[config.mk]
export PLATFORM = sky130hd
export DESIGN_NAME = float_div_seq
export DESIGN_NICKNAME = d
export VERILOG_FILES = /design/src/rtl/float_div_seq_pkg.sv /design/src/rtl/float_div_seq_core.sv /design/src/rtl/float_div_seq.sv
export SDC_FILE = /design/constraint.sdc
export NUM_CORES = 1
export LEC_CHECK = 0
export CORE_MARGIN = 10
export CORE_UTILIZATION = 52
export CTS_BUF_LIST = sky130_fd_sc_hd__clkbuf_2 sky130_fd_sc_hd__clkbuf_4 sky130_fd_sc_hd__clkbuf_8
export DETAILED_ROUTE_END_ITERATION = 8
export PLACE_DENSITY = 0.91
export SYNTH_ARGS = -nofsm -noshare
export SYNTH_HDL_FRONTEND = slang
export SYNTH_SLANG_ARGS = --single-unit
[constraint.sdc]
create_clock -name clk -period 2.5 [get_ports clk]
set_input_delay 0.625 -clock clk [delete_from_list [all_inputs] [get_ports clk]]
set_output_delay 0.625 -clock clk [all_outputs]
set_load 0.005 [all_outputs]
[src/rtl/float_div_seq_pkg.sv]
// Shared types and constants for the sequential float divider.
// FLOAT_DIV_ROUND_EN adds a guard iteration and round-to-nearest-even.
package float_pack;

    localparam int Nm = 23;
    localparam int Ne = 8;
    localparam int De = 2 ** (Ne - 1) - 1;
    localparam int EMAX = 2 ** Ne - 2;

`ifdef FLOAT_DIV_ROUND_EN
    localparam int DIV_ITERS = Nm + 3;
`else
    localparam int DIV_ITERS = Nm + 2;
`endif

    typedef struct packed {
        logic          s;
        logic [Ne-1:0] e;
        logic [Nm-1:0] m;
    } float_t;

    typedef enum logic [1:0] {
        IDLE,
        DIV,
        NORM,
        DONE
    } div_state_t;

endpackage

[src/rtl/float_div_seq_core.sv]
// One restoring-division step: compare, conditionally subtract, shift.
module float_div_core #(
    parameter int NM = 23
) (
    input  logic [NM+1:0] rem,
    input  logic [NM:0]   divisor,
    output logic [NM+1:0] next_rem,
    output logic          q_bit
);

    logic [NM+1:0] diff;
    logic [NM+1:0] kept;

    always_comb begin
        diff     = rem - {1'b0, divisor};
        q_bit    = (rem >= {1'b0, divisor});
        kept     = q_bit ? diff : rem;
        // kept < divisor, so its MSB is always zero and the shift loses nothing.
        next_rem = kept << 1;
    end

endmodule

[src/rtl/float_div_seq.sv]
// Multi-cycle restoring float divider with valid/ready on both sides.
// Optional rounding: define FLOAT_DIV_ROUND_EN (default is truncation).
module float_div_seq
    import float_pack::*;
#(
    parameter bit EARLY_OUT = 1'b1,
    parameter int NM        = Nm,
    parameter int NE        = Ne
) (
    input  logic              clk,
    input  logic              reset_n,
    input  logic              in_valid,
    output logic              in_ready,
    input  logic [NE+NM:0]    a,
    input  logic [NE+NM:0]    b,
    output logic              out_valid,
    input  logic              out_ready,
    output logic [NE+NM:0]    q,
    output logic              div_by_zero
);

`ifdef FLOAT_DIV_ROUND_EN
    localparam int ITERS = NM + 3;
`else
    localparam int ITERS = NM + 2;
`endif
    localparam int QW = ITERS;
    localparam int CW = $clog2(ITERS + 1);

    localparam logic [CW-1:0]        LAST_ITER = CW'(ITERS - 1);
    localparam logic [NE-1:0]        EMAX_E    = {{(NE - 1){1'b1}}, 1'b0};
    localparam logic signed [NE+1:0] EMAX_S    = {2'b00, EMAX_E};
    localparam logic signed [NE+1:0] DE_S      = {3'b000, {(NE - 1){1'b1}}};
    localparam logic signed [NE+1:0] ONE_S     = 1;
    localparam logic signed [NE+1:0] ZERO_S    = 0;

    div_state_t           state;
    logic [CW-1:0]        iter_cnt;
    logic [NM+1:0]        rem;
    logic [NM:0]          divisor;
    logic [QW-1:0]        quo;
    logic                 sign;
    logic                 a_zero;
    logic                 b_zero;
    logic signed [NE+1:0] exp_raw;

    logic [NM+1:0]        next_rem;
    logic                 q_bit;

    logic                 a_s, b_s;
    logic [NE-1:0]        a_e, b_e;
    logic [NM-1:0]        a_m, b_m;

    logic                 int_bit;
    logic signed [NE+1:0] exp_n;
    logic [NM-1:0]        man;
    logic [NE-1:0]        res_e;
    logic [NM-1:0]        res_m;
`ifdef FLOAT_DIV_ROUND_EN
    logic                 guard;
    logic                 sticky;
    logic                 round_up;
    logic [NM:0]          man_sum;
`endif

    assign {a_s, a_e, a_m} = a;
    assign {b_s, b_e, b_m} = b;

    float_div_core #(.NM(NM)) u_core (
        .rem      (rem),
        .divisor  (divisor),
        .next_rem (next_rem),
        .q_bit    (q_bit)
    );

    // Normalisation, optional rounding and range clamping of the finished quotient.
    always_comb begin
        int_bit = quo[QW-1];
        exp_n   = int_bit ? exp_raw : exp_raw - ONE_S;
`ifdef FLOAT_DIV_ROUND_EN
        if (int_bit) begin
            man    = quo[NM+1:2];
            guard  = quo[1];
            sticky = quo[0] | (|rem);
        end else begin
            man    = quo[NM:1];
            guard  = quo[0];
            sticky = |rem;
        end
        round_up = guard & (sticky | man[0]);
        man_sum  = {1'b0, man} + (NM + 1)'(round_up);
        man      = man_sum[NM-1:0];
        exp_n    = exp_n + $signed({{(NE + 1){1'b0}}, man_sum[NM]});
`else
        man = int_bit ? quo[NM:1] : quo[NM-1:0];
`endif
        res_e = '0;
        res_m = '0;
        if (b_zero) begin
            res_e = EMAX_E;
            res_m = '1;
        end else if (a_zero) begin
            res_e = '0;
            res_m = '0;
        end else if (exp_n > EMAX_S) begin
            res_e = EMAX_E;
            res_m = '1;
        end else if (exp_n <= ZERO_S) begin
            res_e = '0;
            res_m = '0;
        end else begin
            res_e = exp_n[NE-1:0];
            res_m = man;
        end
    end

    // NOTE: sequential state uses non-blocking assignments only, so every register samples pre-edge values.
    always_ff @(posedge clk or negedge reset_n) begin
        if (!reset_n) begin
            state       <= IDLE;
            in_ready    <= 1'b1;
            out_valid   <= 1'b0;
            q           <= '0;
            div_by_zero <= 1'b0;
            iter_cnt    <= '0;
            rem         <= '0;
            divisor     <= '0;
            quo         <= '0;
            sign        <= 1'b0;
            a_zero      <= 1'b0;
            b_zero      <= 1'b0;
            exp_raw     <= '0;
        end else begin
            case (state)
                IDLE: begin
                    if (in_valid) begin
                        sign     <= a_s ^ b_s;
                        a_zero   <= (a_e == '0);
                        b_zero   <= (b_e == '0);
                        rem      <= {2'b01, a_m};
                        divisor  <= {1'b1, b_m};
                        quo      <= '0;
                        exp_raw  <= $signed({2'b00, a_e}) - $signed({2'b00, b_e}) + DE_S;
                        iter_cnt <= '0;
                        in_ready <= 1'b0;
                        // Special cases skip iteration; NORM resolves them from the flags.
                        if (EARLY_OUT && ((a_e == '0) || (b_e == '0)))
                            state <= NORM;
                        else
                            state <= DIV;
                    end
                end
                DIV: begin
                    rem <= next_rem;
                    quo <= {quo[QW-2:0], q_bit};
                    if (iter_cnt == LAST_ITER) begin
                        iter_cnt <= '0;
                        state    <= NORM;
                    end else begin
                        iter_cnt <= iter_cnt + 1'b1;
                    end
                end
                NORM: begin
                    q           <= {sign, res_e, res_m};
                    div_by_zero <= b_zero;
                    out_valid   <= 1'b1;
                    state       <= DONE;
                end
                DONE: begin
                    if (out_ready) begin
                        out_valid <= 1'b0;
                        in_ready  <= 1'b1;
                        state     <= IDLE;
                    end
                end
                default: state <= IDLE;
            endcase
        end
    end

endmodule

==> results by stage <==
Outcome:
- The flow ran to the end, but the final reports show violations.
- The final reports fail on negative setup slack.

Place:
- The count of input and output buffers is 102.
- The half-perimeter wire length after placement is 14800 um.
- Summing all placed instances gives a cell area of 0.00962 mm2.
- The routability congestion estimate is 0.874.

STA:
- For the finished layout, the period the worst path requires is 2.75 ns.
- For the pin with the worst max-slew slack, the measured transition is 0.445 ns.
- Adding up every negative setup slack in the final design gives -4.73 ns.
- Derived from the worst setup path, the maximum achievable clock frequency is 364 MHz.
- The count of final max-slew check failures was 0.
- The number of hold-slack violations in the final timing report is 0.
- Setup repair after global routing could not meet its margin everywhere.
- The final-report setup violation count is 50.
- Of the available clock period, the critical path in the final layout requires 1.10.
- The final critical-path setup slack is -0.248 ns.
- Measured against its own limit, the worst slew margin works out to 0.695.
- The final clock skew is 0.0159 ns.

Run:
- The number of maximum-capacitance violations is 0.

Die:
- The die outline width is 142 um.
- The placement row count is 44.
- The effective utilization at floorplan is 0.532.
- The die area is 0.0202 mm2.
- The area of the core is 0.0145 mm2.
- The floorplan step set the die height to 142 um.
- The total I/O pin count is 103.

Power:
- Of the total power, the share spent switching nets is 0.438.
- The power density over cell area is 1560 mW/mm2.
- The maximum resistive drop on vdd is 0.00106 V.
- The share of total power dissipated in combinational logic is 0.680.
- Internal power comes to 0.00962 W.
- The design draws 0.0171 W.
- The static leakage is 4.80 nW.
- The net switching component of the power is 0.00749 W.
- The sequential fraction of design power is 0.208.
- The relative contribution of the clock network to total power is 0.112.

Synthesis:
- Counting flops with an async set or reset pin after synthesis yields a share of 1.00.
- In the synthesized netlist the dominant register cell turns out to be sky130_fd_sc_hd__dfrtp_1.
- The count of synthesis-stage warnings from yosys is 0.
- The average footprint of a synthesized cell is 9.97 um2.
- Synthesis produced a netlist whose cell count is 776.
- The number of flops mapped to enable cells by yosys is 0.
- When the netlist entered floorplanning its net count stood at 886.
- The total standard cell area after synthesis is 0.00774 mm2.
- Synthesis instantiated 64 different standard cells from the library.
- In this run, synthesis produced a sequential element count of 129.
- The share of the Yosys chip area taken by registers is 0.417.

Route:
- The length of the first detailed-routing pass in iterations is 6.
- The remaining routing DRC violations is 0.
- The post-detailed-route count of antenna-violating nets is 0.
- The number of DRC markers in iteration 0 is 701.
- The average detailed-routed wire length per instance is 21.1 um.
- Across all layers, the routed design uses 7317 vias.
- In the routed layout, each cell is associated on average with a via count of 6.19.
- The final layout contains routed wiring with a total length of 25000 um.

Layout:
- The layout filler cell count is 834.
- Of the cells placed in the final design, the portion with a size suffix greater than 1 is 0.309.
- 0 antenna diodes ended up in the layout.
- Registers take 0.00323 mm2.
- Once layout is complete, the utilization of the core stands at 0.753.
- The layout overhead on the synthesized area is 41.4%.
- The area of combinational cells with multiple inputs is 0.00462 mm2.
- Once layout is done, the placed cells without fillers occupy 0.0109 mm2.
- At the end of the flow, the number of nets in the layout was 1096.

CTS:
- The clock-pin transition on the worst setup and hold timing paths is 0.09 ns.
- In this run the deepest clock path goes through 2 buffers.
- The H-tree generated during clock tree synthesis spans 4 levels.
- The clock sink count is 129.
- The cell at the root of the clock tree is sky130_fd_sc_hd__clkbuf_8.
- For this design, the CTS-stage hold fixing added 0 buffers.
- The total clock buffers created by CTS is 17.
- TritonCTS built the clock tree.
- At the later pin of the worst-skew pair, clock insertion delay measures 0.47 ns.

Setup path:
- The critical path ends at rem[21].
- The number of cells traversed by the worst register-to-register path is 13.
- The critical setup path kind is flip-flop to flip-flop.
- The element type at the critical path end is a flip-flop.
- STA puts the critical path data required time at 2.86 ns.
- The slowest stage cell on the critical path is sky130_fd_sc_hd__dfrtp_1.
- Traced cell by cell, the critical path runs through inv_1 -> ha_2 -> fa_2 -> nor2b_4 -> o2111ai_2 -> nand3_2 -> a31oi_2 -> o21ai_1 -> buf_4 -> nor4b_2 -> a311oi_1 -> o211ai_1 -> o311a_1.
- The largest incremental delay on the critical path is 0.40 ns.
- The count of buffering cells on the critical path with inverters included is 2.
- In this run the critical register-to-register path is launched from rem[0].
- The worst setup path is launched from a flip-flop.
- On the critical path the largest part of the delay comes from compound AO/OA/AOI/OAI gates.
- The critical path runs through a total of 13 cells.
- The worst flop-to-flop path endpoint is rem[21].
- The highest net fanout along the worst path is 4.
- The launching element of the worst setup path is rem[0].
- The register-to-register setup slack is -0.25 ns.
- The worst path arrival time is 3.11 ns.

GRT:
- The number of global-route vias before repair is 7310.
- For this run, the total global-route usage over all layers was measured as 0.218.
- For this run the aggregate overflow at the end of global routing stands at 0.
- The number of antenna violations at the first check in global routing is 0.
- The first global-routing pass estimated 36000 um of wire.
- The maximum number of pins on one net before global-route repair is 49.

Worst hold path:
- The tightest min-delay check is of the input port to async pin type.
==> how the worst min path moves through the flow <==
stage,to,from,depth (start not counted)
after floorplan,a_zero,reset_n,0
after global placement,divisor[23],divisor[23],2
after detailed placement,divisor[23],divisor[23],2
after CTS,q[12],reset_n,1
after global routing,quo[15],reset_n,1
final,q[12],reset_n,1
==> cell type report <==
cell class              count  share of cell area
flip-flops and latches    129               0.295
clock buffers              18              0.0226
inverters                  85              0.0296
multi-input cells         525               0.422
well taps                 184              0.0210
clock inverters            14              0.0151
repair buffers            228               0.195
==> cell usage in the layout, fill, tap and decap left out, types with 9 or more instances in the layout <==
cell | Yosys | routed
sky130_fd_sc_hd__dfrtp_1 | 128 | 128
sky130_fd_sc_hd__buf_4 | 4 | 108
sky130_fd_sc_hd__clkdlybuf4s50_1 | 0 | 95
sky130_fd_sc_hd__inv_1 | 84 | 74
sky130_fd_sc_hd__nand2_1 | 60 | 52
sky130_fd_sc_hd__mux2i_1 | 38 | 37
sky130_fd_sc_hd__a21oi_1 | 43 | 36
sky130_fd_sc_hd__o21ai_0 | 49 | 35
sky130_fd_sc_hd__o221ai_2 | 20 | 27
sky130_fd_sc_hd__xnor2_1 | 32 | 26
sky130_fd_sc_hd__mux2_2 | 26 | 26
sky130_fd_sc_hd__a22o_1 | 24 | 24
sky130_fd_sc_hd__nor2_1 | 25 | 23
sky130_fd_sc_hd__ha_1 | 40 | 21
sky130_fd_sc_hd__clkbuf_8 | 0 | 18
sky130_fd_sc_hd__o22ai_1 | 18 | 17
sky130_fd_sc_hd__a21o_1 | 16 | 16
sky130_fd_sc_hd__ha_4 | 0 | 16
sky130_fd_sc_hd__o21ai_1 | 3 | 13
sky130_fd_sc_hd__inv_2 | 1 | 10
sky130_fd_sc_hd__xor2_1 | 10 | 9
sky130_fd_sc_hd__buf_6 | 5 | 9
==> worst register-to-register path, cell delays in order (launching register included) <==
cell                        delay, ns
sky130_fd_sc_hd__dfrtp_1         0.40
sky130_fd_sc_hd__inv_1           0.10
sky130_fd_sc_hd__ha_2            0.22
sky130_fd_sc_hd__fa_2            0.37
sky130_fd_sc_hd__nor2b_4         0.14
sky130_fd_sc_hd__o2111ai_2       0.14
sky130_fd_sc_hd__nand3_2         0.14
sky130_fd_sc_hd__a31oi_2         0.12
sky130_fd_sc_hd__o21ai_1         0.25
sky130_fd_sc_hd__buf_4           0.20
sky130_fd_sc_hd__nor4b_2         0.05
sky130_fd_sc_hd__a311oi_1        0.21
sky130_fd_sc_hd__o211ai_1        0.17
sky130_fd_sc_hd__o311a_1         0.14
==> cells in the mapped netlist, types with 8 or more instances <==
library cell	count	area share
sky130_fd_sc_hd__ha_1	40	0.065
sky130_fd_sc_hd__nor2_1	25	0.012
sky130_fd_sc_hd__a21oi_1	43	0.028
sky130_fd_sc_hd__nor2b_1	8	0.0065
sky130_fd_sc_hd__a21o_1	16	0.016
sky130_fd_sc_hd__a22o_1	24	0.027
sky130_fd_sc_hd__dfrtp_1	128	0.41
sky130_fd_sc_hd__and3_1	8	0.0065
sky130_fd_sc_hd__mux2_2	26	0.038
sky130_fd_sc_hd__o22ai_1	18	0.015
sky130_fd_sc_hd__o221ai_2	20	0.039
sky130_fd_sc_hd__o221ai_1	10	0.011
sky130_fd_sc_hd__xnor2_1	32	0.036
sky130_fd_sc_hd__inv_1	84	0.041
sky130_fd_sc_hd__nand2_1	60	0.029
sky130_fd_sc_hd__clkbuf_1	23	0.011
sky130_fd_sc_hd__o21ai_0	49	0.032
sky130_fd_sc_hd__xor2_1	10	0.011
sky130_fd_sc_hd__mux2i_1	38	0.049
sky130_fd_sc_hd__nor3_1	10	0.0065
==> metrics by stage <==
| step | setup WS [ns] | hold slack [ns] | instances |
|---|---|---|---|
| final | -0.248 | 0.0680 | 1183 |
| after floorplan | -0.0140 | 0.329 | 776 |
| after global routing | -0.331 | 0.0875 | 1183 |
| after detailed placement | -0.655 | 0.448 | 1119 |
| after CTS | -0.0410 | 0.0637 | 1166 |
| after global placement | -0.568 | 0.432 | 1119 |
==> routing by layer <==
layer / global-route usage / vias to the layer above / part of all wire
met3: 0.0531 / 92 / 0.073
met2: 0.388 / 371 / 0.52
met1: 0.246 / 3647 / 0.37
met5: 0 / - / 0
met4: 0.0871 / 0 / 0.039
li1: - / 3207 / -
==> sequential cells by signal, indices dropped and copies added, names as in the netlist <==
signal       cells
a_zero           1
b_zero           1
div_by_zero      1
divisor         24
exp_raw         10
in_ready         1
iter_cnt         5
out_valid        1
q               32
quo             25
rem             25
sign             1
state            2
==> power by group through the flow <==
stage	sequential [W]	clock, W	combinational (W)
final	0.00356	0.00191	0.0116
after global routing	0.00362	0.00202	0.0124
after CTS	0.00346	0.00191	0.00977
after detailed placement	0.00346	0	0.00886
after global placement	0.00340	0	0.00851
after floorplan	0.00336	0	0.00578
==> timing repair <==
action / CTS / global route
setup endpoints to repair: 56 / 57
cloned: 2 / 1
pin swaps: 32 / 49
resized for setup: 50 / 78
setup buffers: 13 / 16
endpoints found under the hold margin: 0 / 0
==> cells by family after synthesis <==
group / count (synthesis) / synth area share
compound gates: 219 / 0.207
xor+xnor: 42 / 0.0475
fa+ha+maj: 42 / 0.0698
buf+inv: 122 / 0.0661
flops: 129 / 0.417
mux: 64 / 0.0870
simple gates: 158 / 0.105
Note: power is estimated with default switching activity, not from simulation.
